$ cat src/rtl/fft_input_loader.sv
`timescale 1ns/1ps
// -----------------------------------------------------------------------------
// fft_input_loader
//   Collects a 32-point complex frame from a valid/ready sample stream, stores
//   it in bit-reversed (butterfly) order, then kicks the FFT control unit with a
//   one-cycle start pulse and holds the frame stable until the FFT reports done.
//
// Ports
//   clk         in   system clock, all state on rising edge
//   rst_n       in   asynchronous active-low reset
//   in_valid    in   upstream sample valid
//   in_ready    out  loader accepts a sample this cycle (high only while filling)
//   in_sof      in   first sample of a frame (resyncs write index to 0)
//   in_re       in   sample real part (signed, stored bit-exact)
//   in_im       in   sample imaginary part (signed, stored bit-exact)
//   clear       in   synchronous flush of partial frame index and drop_err
//   fft_start   out  one-cycle pulse to the FFT control unit
//   fft_done    in   registered valid from the FFT control unit
//   frame_data  out  stored frame, slot k at [2*DATA_W*k +: 2*DATA_W] = {re,im}
//   drop_err    out  sticky: a sample was offered while in_ready was low
// -----------------------------------------------------------------------------
module fft_input_loader #(
   parameter int DATA_W = 16,
   parameter int N_PTS  = 32
) (
   input  logic                       clk,
   input  logic                       rst_n,
   input  logic                       in_valid,
   output logic                       in_ready,
   input  logic                       in_sof,
   input  logic [DATA_W-1:0]          in_re,
   input  logic [DATA_W-1:0]          in_im,
   input  logic                       clear,
   output logic                       fft_start,
   input  logic                       fft_done,
   output logic [2*DATA_W*N_PTS-1:0]  frame_data,
   output logic                       drop_err
);

   // state | meaning
   // FILL  | accepting samples, in_ready high
   // START | one cycle, fft_start high, frame frozen
   // BUSY  | FFT running, frame frozen, wait for rising edge of fft_done

   localparam int SLOT_W = 2 * DATA_W;

   typedef enum logic [1:0] {
      FILL  = 2'd0,
      START = 2'd1,
      BUSY  = 2'd2
   } state_t;

   state_t                      r_state;
   logic [4:0]                  r_widx;
   logic                        r_fft_start;
   logic                        r_drop_err;
   logic                        r_done_d;
   logic [2*DATA_W*N_PTS-1:0]   r_frame;

   logic                        w_in_ready;
   logic [4:0]                  w_wr_idx;
   logic [4:0]                  w_slot;

   function automatic logic [4:0] bitrev5(input logic [4:0] v);
      return {v[0], v[1], v[2], v[3], v[4]};
   endfunction

   assign w_in_ready = (r_state == FILL);
   // A start-of-frame sample always lands at index 0, whatever the count says.
   assign w_wr_idx   = in_sof ? 5'd0 : r_widx;
   assign w_slot     = bitrev5(w_wr_idx);

   always_ff @(posedge clk or negedge rst_n) begin
      if (!rst_n) begin
         r_state     <= FILL;
         r_widx      <= 5'd0;
         r_fft_start <= 1'b0;
         r_drop_err  <= 1'b0;
         r_done_d    <= 1'b0;
         r_frame     <= '0;
      end else begin
         r_done_d    <= fft_done;
         r_fft_start <= 1'b0;

         if (clear)
            r_drop_err <= 1'b0;
         else if (in_valid && !w_in_ready)
            r_drop_err <= 1'b1;

         case (r_state)
            FILL: begin
               // clear beats a coincident sample: nothing is written
               if (clear) begin
                  r_widx <= 5'd0;
               end else if (in_valid) begin
                  r_frame[SLOT_W*w_slot +: SLOT_W] <= {in_re, in_im};
                  if (in_sof) begin
                     r_widx <= 5'd1;
                  end else if (r_widx == 5'd31) begin
                     r_widx      <= 5'd0;
                     r_state     <= START;
                     r_fft_start <= 1'b1;
                  end else begin
                     r_widx <= r_widx + 5'd1;
                  end
               end
            end
            START: r_state <= BUSY;
            BUSY: begin
               // edge, not level: a done still held from the previous run is ignored
               if (fft_done && !r_done_d)
                  r_state <= FILL;
            end
            default: r_state <= FILL;
         endcase
      end
   end

   assign in_ready   = w_in_ready;
   assign fft_start  = r_fft_start;
   assign drop_err   = r_drop_err;
   assign frame_data = r_frame;

endmodule

$ cat config.mk
export PLATFORM = sky130hd
export DESIGN_NAME = fft_input_loader
export DESIGN_NICKNAME = d
export VERILOG_FILES = /design/src/rtl/fft_input_loader.sv
export SDC_FILE = /design/constraint.sdc
export NUM_CORES = 1
export LEC_CHECK = 0
export CAP_MARGIN = 20
export CORE_AREA = 2 2 414 416
export DETAILED_ROUTE_END_ITERATION = 7
export DIE_AREA = 0 0 416 418
export PLACE_DENSITY = 0.48
export SLEW_MARGIN = 10
export SYNTH_ARGS = -nofsm -noshare
export SYNTH_HDL_FRONTEND = slang
export SYNTH_SLANG_ARGS = --single-unit
$ cat constraint.sdc
create_clock -name clk -period 4.1 [get_ports clk]
set_input_delay 0.82 -clock clk [delete_from_list [all_inputs] [get_ports clk]]
set_output_delay 0.82 -clock clk [all_outputs]
set_load 0.005 [all_outputs]
==> impl_metrics.csv, run 1 <==
group,metric,value,unit
sta,finalCriticalPeriod,3.22,ns
placement,io_buffer_count,1064,
sta,worstMarginPinSlew,1.08,ns
detailed_routing,drcViolationCount,0,
finish,final_area,0.0590,mm^2
setup_path,critPathRequiredTime,4.74,ns
pwr,intPower,17200,uW
clocking,cts.path.max_buffers,3,
worst_hold_path,worstHoldPathType,"input pin to asynchronous set/reset pin",
finish,final_cell_mix,"dfrtp_1 (1034), clkdlybuf4s50_1 (1033), nand2_1 (886), o21ai_0 (689), mux2_2 (245)",
sta,hold_violations,0,
logic_synthesis,synth_top_area_share,63.6,%
sta,slew_headroom,28.1,%
floorplan,die_x,416,um
logic_synthesis,yosys_warnings,0,
finish,mostFrequentLayoutCell,"dfrtp_1",
sta,fmax,0.311,GHz
logic_synthesis,yosysUniqueCellTypes,58,
clocking,cts_sinks,1034,
detailed_routing,drt-pass1-iter-count,5,
logic_synthesis,syn_area_per_cell,10.5,um^2
clocking,postCtsSetupRepairBufs,0,
detailed_routing,drt_iter0_markers,2738,
finish,area_growth_syn_to_layout,45.0,%
clocking,cts_root_buf,"clkbuf_16",
logic_synthesis,syn_inst,3868,
pwr,power.share.switching,24.1,%
clocking,cts_tree,"done",
placement,placed_cell_area,0.0549,mm^2
clocking,clkSlewWorstSetupHoldPaths,0.06,ns
setup_path,path_max_fanout,45,
logic_synthesis,synth_edf_count,0,
placement,place_ws,0.135,ns
logic_synthesis,yosysTopAreaCell,"dfrtp_1",
logic_synthesis,ys_ff_latch,1034,
floorplan,initial_core_util,24.1,%
detailed_routing,wl_per_cell,29.3,um
pwr,clock_power_share,49.1,%
global_routing,track_usage,23.9,%
detailed_routing,ant_nets,0,
finish,drive_gt1_share,13.9,%
floorplan,die-area,0.174,mm^2
pwr,seqPwrFrac,45.8,%
sta,rsz0062_at_grt,"false",
detailed_routing,vias,34600,
clocking,cts_hold_buf,0,
pwr,p_sw,5460,uW
clocking,ctsHtreeMaxLevel,3,
global_routing,grt_pass1_wl,292,mm
setup_path,worst_ep_arrival_time,3.85,ns
sta,finalSetupViolCount,0,
sta,setup_ws,0.882,ns
floorplan,die_y,418,um
setup_path,path_class,"input pin to flop",
finish,fin_nets,4959,
floorplan,io_pins,1065,
run_status,status,"complete, no violations",
global_routing,grt_max_degree,73,
pwr,p_comb_share,5.1,%
setup_path,cp-start-kind,"input pin",
floorplan,rows,151,
sta,final_max_slew_viol_count,0,
logic_synthesis,ys_seq_area_share,63.6,%
logic_synthesis,ys.flop_type,"dfrtp_1",
pwr,vdd_ir_drop_max,371,uV
logic_synthesis,async_reset_ff_share,100,%
setup_path,critPathCaptureType,"flop",
placement,dp_hpwl,150,mm
detailed_routing,wirelength,213,mm
setup_path,cp-startpoint,"in_sof",
pwr,powerDensity,384,mW/mm^2
setup_path,rr_startpoint,"r_widx[3]$_DFFE_PN0P_",
pwr,p_leak,0.0251,uW
placement,gp_congestion,0.860,
floorplan,coreArea,0.169,mm^2
detailed_routing,vias_per_cell,4.78,
logic_synthesis,syn_area,0.0407,mm^2
flow_run,cap_violations,0,
logic_synthesis,ys_top_cells_by_area,"dfrtp_1 (64%), o21ai_0 (8.5%), nand2_1 (8.2%)",
sta,fin_crit_sh,78.5,%
logic_synthesis,synth_fp_nets,3910,
clocking,cts-resized-gates,0,
sta,fin_skew,0.0511,ns
global_routing,grt_antenna_before_repair,25,
global_routing,grt_overflow,0,
clocking,clock_latency,0.78,ns
clocking,cts-buffers-inserted,119,
global_routing,grt_pass1_vias,34100,
## sequential cells by signal, summed over array words and instances, names as in the netlist
register / flops
drop_err: 1
fft_start: 1
frame_data: 1024
r_done_d: 1
r_state: 2
r_widx: 5
## kinds of logic after synthesis
group | after synthesis | share of synthesized area [%]
multiplexers | 268 | 7.35
AO/OA/AOI/OAI | 853 | 11.3
AND/OR/NAND/NOR | 1311 | 13.7
adder cells (fa/ha/maj) | 4 | 0.123
buffers and inverters | 397 | 3.89
flip-flops | 1034 | 63.6
XOR/XNOR | 1 | 0.0215
## final cells by class
cell class | instances | area, um^2
clock inverter | 36 | 483
sequential | 1034 | 25900
antenna | 13 | 32.5
inverter | 67 | 251
fill | 17100 | 110000
tap | 2218 | 2780
multi-input combinational | 2437 | 13400
timing repair buffer | 1258 | 12600
clock buffer | 183 | 3560
## worst max-delay path, stage by stage
cell and delay [ns]:
clkdlybuf4s50_1 0.47, nor2b_1 0.18, inv_1 0.08, ha_2 0.17, o21a_1 0.10, ha_1 0.20
or4b_1 0.57, buf_4 0.17, nor3_1 0.37, nand3_2 0.15, buf_12 0.22, mux2_2 0.30
## routing by layer
layer  routed length [um]  global-route usage, %  vias up
met1                83100                   28.5    17800
met4                 8610                   10.0        6
met5                   44                      0        -
li1                     -                      -    15200
met2               107000                   41.0     1359
met3                14100                   5.59      297
## power by group through the flow
| stage | Combinational, uW | Sequential, uW | Clock (uW) |
|---|---|---|---|
| 6_report | 1160 | 10400 | 11100 |
| 5_1_grt | 1240 | 10400 | 11700 |
| 4_1_cts | 1200 | 10400 | 11400 |
| 3_5_place_dp | 1200 | 10500 | 0 |
| 3_3_place_gp | 1190 | 10500 | 0 |
| 2_1_floorplan | 270 | 10500 | 0 |
## path summary, 6_finish.rpt
| kind | end | slack, ns | cells after the start |
|---|---|---|---|
| min in group clk | frame_data[1010]$_DFFE_PN0P_ | 0.47 | 2 |
| setup reg to reg | frame_data[347]$_DFFE_PN0P_ | 0.99 | 10 |
| max in group asynchronous | frame_data[585]$_DFFE_PN0P_ | 2.72 | 2 |
| hold / removal | frame_data[445]$_DFFE_PN0P_ | 0.19 | 1 |
| setup / recovery | frame_data[347]$_DFFE_PN0P_ | 0.88 | 12 |
| hold reg to reg | frame_data[1010]$_DFFE_PN0P_ | 0.47 | 2 |
## cell usage after synthesis (3+ instances only)
cell type / number
o21ai_0: 689
o31ai_1: 93
or3_1: 6
clkbuf_1: 261
ha_1: 4
buf_2: 45
mux2i_1: 21
or4_1: 6
dfrtp_1: 1034
nand2b_1: 18
nor4_1: 4
and4_1: 3
nand4_1: 14
and2_1: 28
nor3b_1: 3
buf_1: 18
o21ai_1: 43
nor3_1: 12
nand3_1: 200
o41ai_1: 11
nand2_1: 887
o31ai_2: 4
buf_6: 4
mux2_2: 245
nor2_1: 95
inv_1: 67
and3_1: 10
a32o_1: 3
## metrics by stage
step	hold slack, ns	instances	setup TNS (ns)	util, %	total power, uW
floorplan	0.460	3868	-0.0130	-	10800
global placement	0.452	7014	0	32.5	11700
detailed placement	0.455	7014	0	32.5	11700
CTS	0.129	7233	0	34.9	22900
global route	0.174	7238	0	34.9	23300
finish	0.195	7246	0	34.9	22600
No activity file was read; power rests on OpenSTA's default activity.
==> run 2: changes to the inputs <==
==> constraint.sdc (replaced) <==
create_clock -name clk -period 3.33 [get_ports clk]
set_input_delay 0.666 -clock clk [delete_from_list [all_inputs] [get_ports clk]]
set_output_delay 0.666 -clock clk [all_outputs]
set_load 0.005 [all_outputs]
==> run 2 against run 1 <==
  * Clock power is 21% higher
  * Clock skew is 0.028 ns lower
  * Sequential power is 23% higher
  * Wire length is 1.4% higher
  * Non-clock buffer count is 154 higher
  * Via count is 1.4% higher
  * Worst setup slack worse by 0.61 ns
  * Flip-flop and latch count stayed put
  * Sequential share of layout area is 1.3 points lower
  * Core utilization is 1.1 points higher
  * Cell area is 3.1% higher
  * Critical path type unchanged
  * Highest routed layer unchanged
==> impl_metrics.csv, run 2 (synthesized netlist as in run 1, its figures left out) <==
group,metric,value,unit
run_status,status,"complete, no violations",
global_routing,track_usage,24.2,%
setup_path,path_class,"input pin to flop",
clocking,cts_sinks,1034,
sta,hold_violations,0,
placement,io_buffer_count,1064,
global_routing,grt_pass1_wl,295,mm
flow_run,cap_violations,0,
pwr,clock_power_share,48.4,%
pwr,total_power,27600,uW
clocking,clkSlewWorstSetupHoldPaths,0.06,ns
floorplan,coreArea,0.169,mm^2
sta,fin_crit_sh,91.9,%
worst_hold_path,worstHoldPathType,"input pin to flop",
pwr,vdd_ir_drop_max,457,uV
detailed_routing,drcViolationCount,0,
floorplan,die-area,0.174,mm^2
setup_path,rr_startpoint,"r_widx[3]$_DFFE_PN0P_",
detailed_routing,vias_per_cell,4.75,
detailed_routing,ant_nets,0,
finish,final_area,0.0608,mm^2
sta,finalSetupViolCount,0,
floorplan,initial_core_util,24.1,%
clocking,cts_root_buf,"clkbuf_16",
finish,mostFrequentLayoutCell,"dfrtp_1",
detailed_routing,vias,35100,
setup_path,cp-start-kind,"input pin",
sta,slew_headroom,39.5,%
clocking,ctsHtreeMaxLevel,3,
pwr,p_leak,0.0261,uW
clocking,cts-buffers-inserted,118,
finish,fin_nets,5112,
global_routing,grt_antenna_before_repair,25,
pwr,power.share.switching,24.2,%
pwr,powerDensity,454,mW/mm^2
sta,rsz0062_at_grt,"false",
global_routing,grt_overflow,0,
sta,worstMarginPinSlew,0.908,ns
setup_path,ff2ff_setup_slack,0.41,ns
worst_hold_path,whs_endpoint,"frame_data[456]$_DFFE_PN0P_",
global_routing,grt_max_degree,105,
sta,final_max_slew_viol_count,0,
sta,fmax,0.327,GHz
setup_path,worst_ep_arrival_time,3.72,ns
worst_hold_path,worstHoldStart,"in_im[8]",
sta,fin_tns_setup,0,ns
floorplan,die_y,418,um
detailed_routing,drt_iter0_markers,2861,
sta,finalCriticalPeriod,3.06,ns
placement,dp_hpwl,158,mm
clocking,cts.path.max_buffers,3,
placement,gp_congestion,0.860,
finish,final_cell_mix,"dfrtp_1 (1034), clkdlybuf4s50_1 (1033), nand2_1 (884), o21ai_0 (679), buf_4 (245)",
finish,largest_reg_flops,1024,
setup_path,critPathCaptureType,"flop",
detailed_routing,wl_met2,107,mm
finish,area_growth_syn_to_layout,49.4,%
detailed_routing,wl_per_cell,29.2,um
detailed_routing,top_layer,"met5",
worst_hold_path,worst_hold_path.num_cells,4,
finish,drive_gt1_share,16.8,%
setup_path,path_max_fanout,32,
detailed_routing,wl_met1,85.7,mm
detailed_routing,wirelength,216,mm
detailed_routing,wl_met3,13.3,mm
floorplan,rows,151,
pwr,p_sw,6700,uW
clocking,clock_latency,0.78,ns
sta,hold_ws,0.356,ns
setup_path,critPathRequiredTime,3.99,ns
detailed_routing,drt-pass1-iter-count,5,
clocking,postCtsSetupRepairBufs,0,
placement,place_ws,-0.496,ns
global_routing,grt_pass1_vias,35200,
pwr,seqPwrFrac,46.2,%
floorplan,die_x,416,um
placement,placed_cell_area,0.0568,mm^2
sta,setup_ws,0.269,ns
sta,fin_skew,0.0230,ns
setup_path,r2r_cells,12,
floorplan,io_pins,1065,
clocking,cts_tree,"done",
pwr,intPower,20900,uW
pwr,p_comb_share,5.5,%
setup_path,reg2reg_to,"frame_data[530]$_DFFE_PN0P_",
-- run 2: changes by cell type in the layout (fill, tap and decap cells not counted), sizes merged --
cell / previous run / this run
diode: 13 / 8
bufinv: 9 / 5
clkinv: 22 / 24
dlygate4sd3: 0 / 1
buf: 225 / 378
clkbuf: 183 / 181
clkinvlp: 3 / 2
-- run 2: worst max-delay path by stage --
stage                                start                           to  cells after the start
detailed placement                  in_sof  frame_data[600]$_DFFE_PN0P_                     11
floorplan                           in_sof  frame_data[600]$_DFFE_PN0P_                     13
finish                              in_sof  frame_data[530]$_DFFE_PN0P_                     14
CTS                 r_state[1]$_DFFE_PN0P_                     in_ready                      2
global placement                    in_sof  frame_data[600]$_DFFE_PN0P_                     11
global route                        in_sof  frame_data[203]$_DFFE_PN0P_                     14
-- run 2: what timing repair did --
item | 4_1_cts | 5_1_grt
hold buffers | 1 | 0
endpoints found under the hold margin | 24 | 0
endpoints found under the setup margin | 0 | 0
resized for setup | 0 | 0
-- run 2: power by group through the flow --
| stage | registers, uW | logic (uW) | clock network [uW] |
|---|---|---|---|
| final | 12800 | 1510 | 13400 |
| after floorplan | 13000 | 342 | 0 |
| after CTS | 12800 | 1550 | 13600 |
| after global placement | 13000 | 1540 | 0 |
| after detailed placement | 13000 | 1540 | 0 |
| after global routing | 12800 | 1600 | 14200 |
-- run 2: worst max-delay path, cell delays in order --
cell and delay [ns]:
clkdlybuf4s50_1 0.55, buf_4 0.21, nand2b_4 0.14, ha_4 0.16, o21a_1 0.10, ha_2 0.40, nand2b_1 0.09, buf_4 0.14
nor3_2 0.13, buf_4 0.14, nand2_1 0.19, or2_1 0.31, buf_12 0.18, o31ai_1 0.26
-- run 2: final cells by class --
class                   instances  area, um^2
well taps                    2218        2780
diodes                          8        20.0
fillers                     16900      108000
repair buffers               1412       14400
clock buffers                 181        3580
inverters                      67         251
multi-input cells            2437       13500
flip-flops and latches       1034       25900
clock inverters                33         384
-- run 2: stage by stage --
step                instances  utilization [%]
finish                   7390             36.0
global route             7386             36.0
CTS                      7382             36.0
detailed placement       7167             33.6
global placement         7167             33.6
floorplan                3868                -
-- run 2: routing by layer --
metal,GRT usage (%),up-vias
li1,-,15500
met1,29.2,18000
met2,41.5,1263
met3,5.40,308
met4,9.89,6
met5,0,-
==> run 3: changes to the inputs <==
--- a/config.mk
+++ b/config.mk
@@ -9,7 +9,7 @@
 export CORE_AREA = 2 2 414 416
 export DETAILED_ROUTE_END_ITERATION = 7
 export DIE_AREA = 0 0 416 418
-export PLACE_DENSITY = 0.48
+export PLACE_DENSITY = 0.42
 export SLEW_MARGIN = 10
 export SYNTH_ARGS = -nofsm -noshare
 export SYNTH_HDL_FRONTEND = slang
==> run 3 against run 2 <==
  * Core utilization grew 0.13 points
  * Total power grew 1.9%
  * Combinational power is essentially flat
  * Count of clock-buffer cells in the layout grew 2
  * Largest cell class unchanged
  * Largest power group unchanged
==> impl_metrics.csv, run 3 (synthesized netlist as in run 1, its figures left out) <==
group,metric,value,unit
setup_path,path_class,"input pin to flop",
finish,layout.area.seq,0.0259,mm^2
sta,hold_violations,0,
global_routing,grt_pass1_vias,35000,
placement,io_buffer_count,1064,
clocking,cts-buffers-inserted,119,
finish,final_area,0.0610,mm^2
finish,largest_reg_flops,1024,
floorplan,io_pins,1065,
finish,drive_gt1_share,16.9,%
global_routing,grt_max_degree,71,
setup_path,worst_ep_arrival_time,3.75,ns
sta,finalSetupViolCount,0,
clocking,cts.path.max_buffers,3,
detailed_routing,ant_nets,0,
global_routing,grt_antenna_before_repair,26,
finish,utilization,36.1,%
clocking,clock_latency,0.78,ns
sta,rsz0062_at_grt,"false",
sta,setup_ws,0.243,ns
setup_path,cp-startpoint,"in_sof",
detailed_routing,drcViolationCount,0,
setup_path,reg2reg_to,"frame_data[600]$_DFFE_PN0P_",
detailed_routing,vias,34600,
pwr,intPower,21400,uW
clocking,postCtsSetupRepairBufs,0,
finish,final_cell_mix,"dfrtp_1 (1034), clkdlybuf4s50_1 (1033), nand2_1 (884), o21ai_0 (679), buf_4 (234)",
setup_path,crit_path_top_delay_cell,"clkdlybuf4s50_1",
clocking,cts_root_buf,"clkbuf_16",
finish,area_growth_syn_to_layout,50.0,%
floorplan,die_x,416,um
finish,final.fill_count,17000,
finish,multi_input_area,0.0135,mm^2
detailed_routing,wl_per_cell,29.8,um
clocking,cts_sinks,1034,
detailed_routing,drt_iter0_markers,2601,
pwr,p_sw,6790,uW
global_routing,grt_overflow,0,
sta,slew_headroom,35.1,%
pwr,powerDensity,461,mW/mm^2
pwr,clock_power_share,49.4,%
sta,fin_crit_sh,92.7,%
floorplan,die_y,418,um
finish,fin_nets,5109,
pwr,seqPwrFrac,45.3,%
sta,fmax,0.324,GHz
detailed_routing,vias_per_cell,4.68,
sta,finalCriticalPeriod,3.09,ns
clocking,cts_hold_buf,1,
floorplan,die-area,0.174,mm^2
setup_path,cp-start-kind,"input pin",
floorplan,rows,151,
placement,gp_congestion,0.857,
setup_path,path_max_fanout,21,
sta,worstMarginPinSlew,0.973,ns
setup_path,crit_path_frequent_cell,"or4b_4",
worst_hold_path,worstHoldPathType,"input pin to flop",
placement,place_ws,-0.561,ns
setup_path,ff2ff_setup_slack,0.34,ns
clocking,clkSlewWorstSetupHoldPaths,0.06,ns
floorplan,coreArea,0.169,mm^2
clocking,cts_tree,"done",
setup_path,r2r_cells,9,
sta,fin_skew,0.0368,ns
placement,dp_hpwl,159,mm
clocking,cts-resized-gates,0,
setup_path,crit_path_max_incr_delay,0.58,ns
pwr,total_power,28100,uW
pwr,vdd_ir_drop_max,438,uV
setup_path,critPathRequiredTime,3.99,ns
finish,mostFrequentLayoutCell,"dfrtp_1",
detailed_routing,drt-pass1-iter-count,5,
pwr,p_comb_share,5.3,%
run_status,status,"complete, no violations",
global_routing,grt_pass1_wl,301,mm
sta,hold_ws,0.364,ns
setup_path,rr_startpoint,"r_widx[3]$_DFFE_PN0P_",
detailed_routing,wirelength,220,mm
floorplan,initial_core_util,24.1,%
pwr,power.share.switching,24.1,%
flow_run,cap_violations,0,
setup_path,critPathCaptureType,"flop",
clocking,ctsHtreeMaxLevel,3,
sta,final_max_slew_viol_count,0,
placement,placed_cell_area,0.0569,mm^2
setup_path,cp_cell_sequence,"clkdlybuf4s50_1 -> nor2b_2 -> inv_1 -> ha_4 -> o21a_1 -> ha_2 -> or4b_4 -> nor2_4 -> or4b_4 -> buf_12 -> mux2_4",
pwr,p_leak,0.0262,uW
global_routing,track_usage,24.7,%
setup_path,endpoint,"frame_data[600]$_DFFE_PN0P_",
run 3: power groups by stage:
stage               sequential, uW  clock [uW]  combinational, uW
floorplan                    13000           0                342
global placement             13000           0               1540
detailed placement           13000           0               1540
CTS                          12700       14200               1550
global route                 12800       14700               1590
finish                       12800       13900               1500
run 3: worst min path at each step:
stage                                  from                      endpoint  slack, ns  depth (start not counted)
2_1_floorplan                         rst_n          drop_err$_DFFE_PN0P_       0.37                          0
3_3_place_gp   frame_data[1023]$_DFFE_PN0P_  frame_data[1023]$_DFFE_PN0P_       0.45                          2
3_5_place_dp   frame_data[1016]$_DFFE_PN0P_  frame_data[1016]$_DFFE_PN0P_       0.46                          2
4_1_cts                            fft_done            r_done_d$_DFF_PN0_       0.30                          1
5_1_grt                            fft_done            r_done_d$_DFF_PN0_       0.34                          1
6_report                           fft_done            r_done_d$_DFF_PN0_       0.36                          1
run 3: final cells by class:
cell class	count	share of cell area [%]
clock buffer	183	5.98
clock inverter	39	0.769
sequential	1034	42.4
tap	2218	4.55
antenna	8	0.0328
timing repair buffer	1408	23.7
multi-input combinational	2437	22.2
inverter	67	0.412
run 3: critical path: cells and delay by family:
family,cells,cell delay (ns)
adders and majority gates,2,0.35
muxes,1,0.30
AOI/OAI and AO/OA,1,0.10
and+or+nand+nor,4,1.42
buffers and inverters,3,0.87
run 3: per-layer routing:
| layer | GRT usage (%) | share of wire [%] | vias up |
|---|---|---|---|
| met2 | 42.6 | 50 | 1101 |
| li1 | - | - | 15500 |
| met1 | 30.0 | 40 | 17700 |
| met5 | 0 | 0.016 | - |
| met3 | 5.85 | 6.1 | 258 |
| met4 | 8.57 | 3.7 | 6 |
run 3: per-stage QoR:
step | TNS, ns | std cells
after floorplan | -18.20 | 3868
after detailed placement | -343.60 | 7163
after global routing | 0 | 7391
after global placement | -364.13 | 7163
final | 0 | 7394
after CTS | 0 | 7386
